### src/rtl/ddr3_init_engine.sv
// DDR3 power-up / re-initialisation sequencer: RESET#, CKE, MR2/MR3/MR1/MR0 MRS, ZQCL, then ready.
// Every output is a flop fed from the current state and counter, so outputs trail the state by one edge.
module ddr3_init_engine #(
   parameter int          T_RESET  = 20,
   parameter int          T_CKE    = 50,
   parameter int          T_XPR    = 10,
   parameter int          T_MRD    = 4,
   parameter int          T_MOD    = 12,
   parameter int          T_ZQINIT = 64,
   parameter logic [12:0] MR0_VAL  = 13'h0160,
   parameter logic [12:0] MR1_VAL  = 13'h0000,
   parameter logic [12:0] MR2_VAL  = 13'h0000,
   parameter logic [12:0] MR3_VAL  = 13'h0000
) (
   input  logic        clk,
   input  logic        reset,
   input  logic        reinit,
   output logic        ready,
   output logic        rst_bar,
   output logic        cke,
   output logic        odt,
   output logic        cs_bar,
   output logic        ras_bar,
   output logic        cas_bar,
   output logic        we_bar,
   output logic [2:0]  BA,
   output logic [12:0] A,
   output logic [3:0]  init_state
);

   localparam int CW = 16;

   typedef enum logic [3:0] {
      RST_LOW  = 4'd0,
      CKE_WAIT = 4'd1,
      XPR      = 4'd2,
      MRS2     = 4'd3,
      MRS3     = 4'd4,
      MRS1     = 4'd5,
      MRS0     = 4'd6,
      ZQCL     = 4'd7,
      DONE     = 4'd8
   } state_t;

   localparam logic [3:0] CMD_DESEL = 4'b1111;
   localparam logic [3:0] CMD_NOP   = 4'b0111;
   localparam logic [3:0] CMD_MRS   = 4'b0000;
   localparam logic [3:0] CMD_ZQCL  = 4'b0110;

   state_t          state_q, state_d;
   logic [CW-1:0]   cnt_q, cnt_d;
   logic [CW-1:0]   dur_m1;
   state_t          nxt;

   logic            ready_q, ready_d;
   logic            rst_bar_q, rst_bar_d;
   logic            cke_q, cke_d;
   logic            odt_q, odt_d;
   logic [3:0]      cmd_q, cmd_d;
   logic [2:0]      ba_q, ba_d;
   logic [12:0]     a_q, a_d;
   logic [3:0]      init_state_q, init_state_d;

   // NOTE: every variable gets a default before the case so no path leaves it unassigned (no latches).
   always_comb begin
      state_d = state_q;
      cnt_d   = cnt_q + 1'b1;
      dur_m1  = '0;
      nxt     = DONE;
      case (state_q)
         RST_LOW:  begin dur_m1 = CW'(T_RESET - 1);  nxt = CKE_WAIT; end
         CKE_WAIT: begin dur_m1 = CW'(T_CKE - 1);    nxt = XPR;      end
         XPR:      begin dur_m1 = CW'(T_XPR - 1);    nxt = MRS2;     end
         MRS2:     begin dur_m1 = CW'(T_MRD - 1);    nxt = MRS3;     end
         MRS3:     begin dur_m1 = CW'(T_MRD - 1);    nxt = MRS1;     end
         MRS1:     begin dur_m1 = CW'(T_MRD - 1);    nxt = MRS0;     end
         MRS0:     begin dur_m1 = CW'(T_MOD - 1);    nxt = ZQCL;     end
         ZQCL:     begin dur_m1 = CW'(T_ZQINIT - 1); nxt = DONE;     end
         default:  begin dur_m1 = '0;                nxt = DONE;     end
      endcase

      if (state_q == DONE) begin
         // Counter is parked in DONE; reinit is only looked at here.
         cnt_d = '0;
         if (reinit) state_d = RST_LOW;
      end else if (cnt_q == dur_m1) begin
         cnt_d   = '0;
         state_d = nxt;
      end
   end

   always_comb begin
      rst_bar_d    = (state_q != RST_LOW);
      cke_d        = (state_q != RST_LOW) && (state_q != CKE_WAIT);
      odt_d        = 1'b0;
      cmd_d        = cke_d ? CMD_NOP : CMD_DESEL;
      ba_d         = '0;
      a_d          = '0;
      ready_d      = (state_q == DONE);
      init_state_d = state_q;

      // Commands go out only on the first cycle of their state; the rest of the state is NOP.
      if (cnt_q == '0) begin
         case (state_q)
            MRS2:    begin cmd_d = CMD_MRS;  ba_d = 3'd2; a_d = MR2_VAL;  end
            MRS3:    begin cmd_d = CMD_MRS;  ba_d = 3'd3; a_d = MR3_VAL;  end
            MRS1:    begin cmd_d = CMD_MRS;  ba_d = 3'd1; a_d = MR1_VAL;  end
            MRS0:    begin cmd_d = CMD_MRS;  ba_d = 3'd0; a_d = MR0_VAL;  end
            ZQCL:    begin cmd_d = CMD_ZQCL; ba_d = 3'd0; a_d = 13'h0400; end
            default: ;
         endcase
      end
   end

   // NOTE: sequential state uses non-blocking assignments so all flops update together at the edge.
   always_ff @(posedge clk) begin
      if (reset) begin
         state_q      <= RST_LOW;
         cnt_q        <= '0;
         ready_q      <= 1'b0;
         rst_bar_q    <= 1'b0;
         cke_q        <= 1'b0;
         odt_q        <= 1'b0;
         cmd_q        <= CMD_DESEL;
         ba_q         <= '0;
         a_q          <= '0;
         init_state_q <= '0;
      end else begin
         state_q      <= state_d;
         cnt_q        <= cnt_d;
         ready_q      <= ready_d;
         rst_bar_q    <= rst_bar_d;
         cke_q        <= cke_d;
         odt_q        <= odt_d;
         cmd_q        <= cmd_d;
         ba_q         <= ba_d;
         a_q          <= a_d;
         init_state_q <= init_state_d;
      end
   end

   assign ready      = ready_q;
   assign rst_bar    = rst_bar_q;
   assign cke        = cke_q;
   assign odt        = odt_q;
   assign cs_bar     = cmd_q[3];
   assign ras_bar    = cmd_q[2];
   assign cas_bar    = cmd_q[1];
   assign we_bar     = cmd_q[0];
   assign BA         = ba_q;
   assign A          = a_q;
   assign init_state = init_state_q;

endmodule

### config.mk
export PLATFORM = sky130hd
export DESIGN_NAME = ddr3_init_engine
export DESIGN_NICKNAME = d
export VERILOG_FILES = /design/src/rtl/ddr3_init_engine.sv
export SDC_FILE = /design/constraint.sdc
export NUM_CORES = 1
export LEC_CHECK = 0
export ABC_AREA = 1
export BUFFER_PORTS_ARGS = -buffer_cell sky130_fd_sc_hd__buf_2
export CAP_MARGIN = 20
export CORE_ASPECT_RATIO = 1.4
export CORE_UTILIZATION = 55
export CTS_CLUSTER_DIAMETER = 30
export CTS_CLUSTER_SIZE = 8
export DETAILED_ROUTE_END_ITERATION = 10
export PLACE_DENSITY = 0.83
export SLEW_MARGIN = 40
export SYNTH_ARGS = -nofsm -noshare
export SYNTH_HDL_FRONTEND = slang
export SYNTH_SLANG_ARGS = --single-unit
### constraint.sdc
create_clock -name clk -period 2 [get_ports clk]
set_clock_uncertainty 0.15 [all_clocks]
set_input_delay 0.5 -clock clk [delete_from_list [all_inputs] [get_ports clk]]
set_output_delay 0.5 -clock clk [all_outputs]
set_load 0.005 [all_outputs]
==> flow_metrics.env <==
export IMPL_initial_core_util_pct=58.7
export IMPL_tightest_slew_ps=523
export IMPL_worstSetupPathType="register to register"
export IMPL_start_kind="register"
export IMPL_syn_area_per_cell_um2=7.83
export IMPL_clockBufferDepth=2
export IMPL_cts_tree="yes"
export IMPL_clkLatencyLatePin_ps=300
export IMPL_postLayoutCellArea_mm2=0.00226
export IMPL_grt_max_degree=17
export IMPL_tns_ps=0
export IMPL_crit_start="cnt_q[7]"
export IMPL_fin_cells=324
export IMPL_worst_path_buf_inv=2
export IMPL_synth_simple_area_share_pct=34.9
export IMPL_period_share_pct=98.4
export IMPL_ant_nets=0
export IMPL_synthMostInstantiatedCell="nand2_1"
export IMPL_maxSlewViolCount=0
export IMPL_synthArstFlopShare_pct=0
export IMPL_r2r_setup_slack_ps=30
export IMPL_regArea_um2=845
export IMPL_p_clk_share_pct=41.9
export IMPL_multi_input_area_um2=972
export IMPL_via_per_inst=5.03
export IMPL_wl_per_cell_um=11.2
export IMPL_hold_viol_final=0
export IMPL_syn_area_mm2=0.00202
export IMPL_synth_common_cells="nand2_1, dfxtp_1, nor2_1"
export IMPL_die_area_mm2=0.00392
export IMPL_nets=292
export IMPL_grt_pass1_vias=1463
export IMPL_die_x_um=53.2
export IMPL_drtPass1Iterations=4
export IMPL_yosys_warnings=0
export IMPL_numCtsBuffers=5
export IMPL_final_layout_size_suffix_gt1_share_pct=26.8
export IMPL_powerDensity_mw_per_mm2=692
export IMPL_fin_crit_ps=1970
export IMPL_reg2reg_depth=12
export IMPL_synth_fa_ha_area_share_pct=3.72
export IMPL_synth_top_family_by_area="simple AND/OR/NAND/NOR gates"
export IMPL_synthMuxAreaShare_pct=0
export IMPL_crit_arrival_ps=2010
export IMPL_num_rows=25
export IMPL_io_pins=31
export IMPL_grt_antenna_before_repair=0
export IMPL_place_congestion=0.894
export IMPL_htree_num_levels=2
export IMPL_ys_seq_elements=42
export IMPL_critical_path_max_stage_delay_ps=350
export IMPL_crit_family="simple AND/OR/NAND/NOR gates"
export IMPL_cts_hold_buf=0
export IMPL_power_switching_mw=0.336
export IMPL_reg2reg_from="cnt_q[7]"
export IMPL_cts_clk_slew_worst_paths_ps=80
export IMPL_wl_um=3620
export IMPL_drtIter0Drc=27
export IMPL_dp_cells=316
export IMPL_root_buffer="clkbuf_8"
export IMPL_synth_compound_area_share_pct=4.77
export IMPL_critical_path_max_fanout=5
export IMPL_grt_usage_pct=21.0
export IMPL_core_area_mm2=0.00344
export IMPL_dpl_cell_area_mm2=0.00212
export IMPL_area_growth_syn_to_layout_pct=12.0
export IMPL_synth_edf_count=0
export IMPL_min_to="cnt_q[0]"
export IMPL_cp_slowest_cell="dfxtp_1"
export IMPL_whs_ps=294
export IMPL_port_buffers=19
export IMPL_synthFlopType="dfxtp_1"
export IMPL_worstPathCellList="or2_1, nor2_2, nand2_1, nor2_4, nand2_4, inv_1, nand3_2, nand2_2, inv_1, ha_1, nand3_1, nand2_1"
export IMPL_grt_ovfl_total=0
export IMPL_vias=1631
export IMPL_grt_first_pass_wirelength_um=5950
export IMPL_ys_top_cells_by_area="dfxtp_1, nand2_1, nor2_1"
export IMPL_dp_slack_ps=18.2
export IMPL_die_height_um=73.7
export IMPL_combPwrFrac_pct=3.9
export IMPL_p_leak_nw=1.10
export IMPL_synth_top_cell_area_share_pct=41.6
export IMPL_synth_top_area_cell="dfxtp_1"
export IMPL_ir_worst_vdd_mv=0.561
export IMPL_required_ps=2050
export IMPL_internal_power_mw=1.23
export IMPL_min_delay_path_class="register to register"
export IMPL_hold_depth=1
export IMPL_synth_xor_area_share_pct=1.30
export IMPL_antenna_cells=0
export IMPL_nFillCells=309
export IMPL_hold_path_startpoint="cnt_q[0]"
export IMPL_fmax_ghz=0.508
export IMPL_synthCells=258
export IMPL_place_hpwl_um=2730
export IMPL_status="finished, final reports clean"
export IMPL_setup_viol=0
export IMPL_synth_seq_area_share_pct=41.6
export IMPL_ys_types=33
export IMPL_seq_power_share_pct=54.1
export IMPL_final_util_pct=65.7
export IMPL_p_sw_share_pct=21.5
export IMPL_totalPowerFinal_mw=1.57
export IMPL_slew_headroom_pct=64.8
export IMPL_end_kind="register"
export IMPL_cts_sinks=42
export IMPL_drc_errors=0
export IMPL_fin_ws_ps=32.8
export IMPL_maxCapViolCount=0
cells by family (layout without fill, tap and decap cells):
| logic type | count (synthesis) | in the layout |
|---|---|---|
| AOI/OAI and AO/OA | 13 | 13 |
| xor gates and xnor gates | 3 | 3 |
| adders and majority gates | 6 | 6 |
| and+or+nand+nor | 143 | 143 |
| other | 1 | 11 |
| DFF | 42 | 42 |
| buffers and inverters | 50 | 66 |
what timing repair did:
item / CTS / global route
buffers inserted: 0 / 0
pin swaps: 0 / 3
gates resized for setup: 1 / 10
endpoints found under the setup margin: 1 / 8
worst max path at each step:
stage | slack (ps) | cells after the start | to
2_1_floorplan | 150 | 15 | register
3_3_place_gp | 50 | 12 | register
3_5_place_dp | 20 | 14 | register
4_1_cts | 4 | 12 | register
5_1_grt | -60 | 12 | register
6_report | 30 | 12 | register
layer usage:
layer	part of all wire [%]	up-vias	wire length, µm	track usage [%]
met4	3.4	0	123	12.3
li1	-	844	-	-
met5	0	-	0	0
met3	3.8	11	137	6.00
met1	40	735	1440	21.2
met2	53	41	1920	36.9
power groups by stage:
stage	sequential, mW	combinational, mW	clock (mW)
3_3_place_gp	0.867	0.0614	0
3_5_place_dp	0.867	0.0607	0
2_1_floorplan	0.865	0.0630	0
4_1_cts	0.847	0.0607	0.668
5_1_grt	0.848	0.0716	0.694
6_report	0.847	0.0617	0.657
area by class of cell:
type / instances / area share [%]
clock buffers: 5 / 3.04
clock inverters: 3 / 1.77
inverters: 32 / 5.53
multi-input cells: 176 / 43.0
flip-flops and latches: 42 / 37.4
well taps: 40 / 2.21
repair buffers: 26 / 7.08
placed cells by master, fill, tap and decap left out, types with 4 or more instances in the layout:
cell,instances
inv_2,6
buf_2,19
conb_1,11
nand2_4,5
nor3b_1,4
inv_1,25
nor3_1,6
nand4_1,6
nor2_2,5
nand3_2,7
nand3_1,15
clkbuf_8,5
nand2_1,50
buf_4,6
a21oi_1,4
nor2_1,31
dfxtp_1,39
nand2_2,7
ha_1,5
a21oi_2,4
Note: power is estimated with default switching activity, not from simulation.
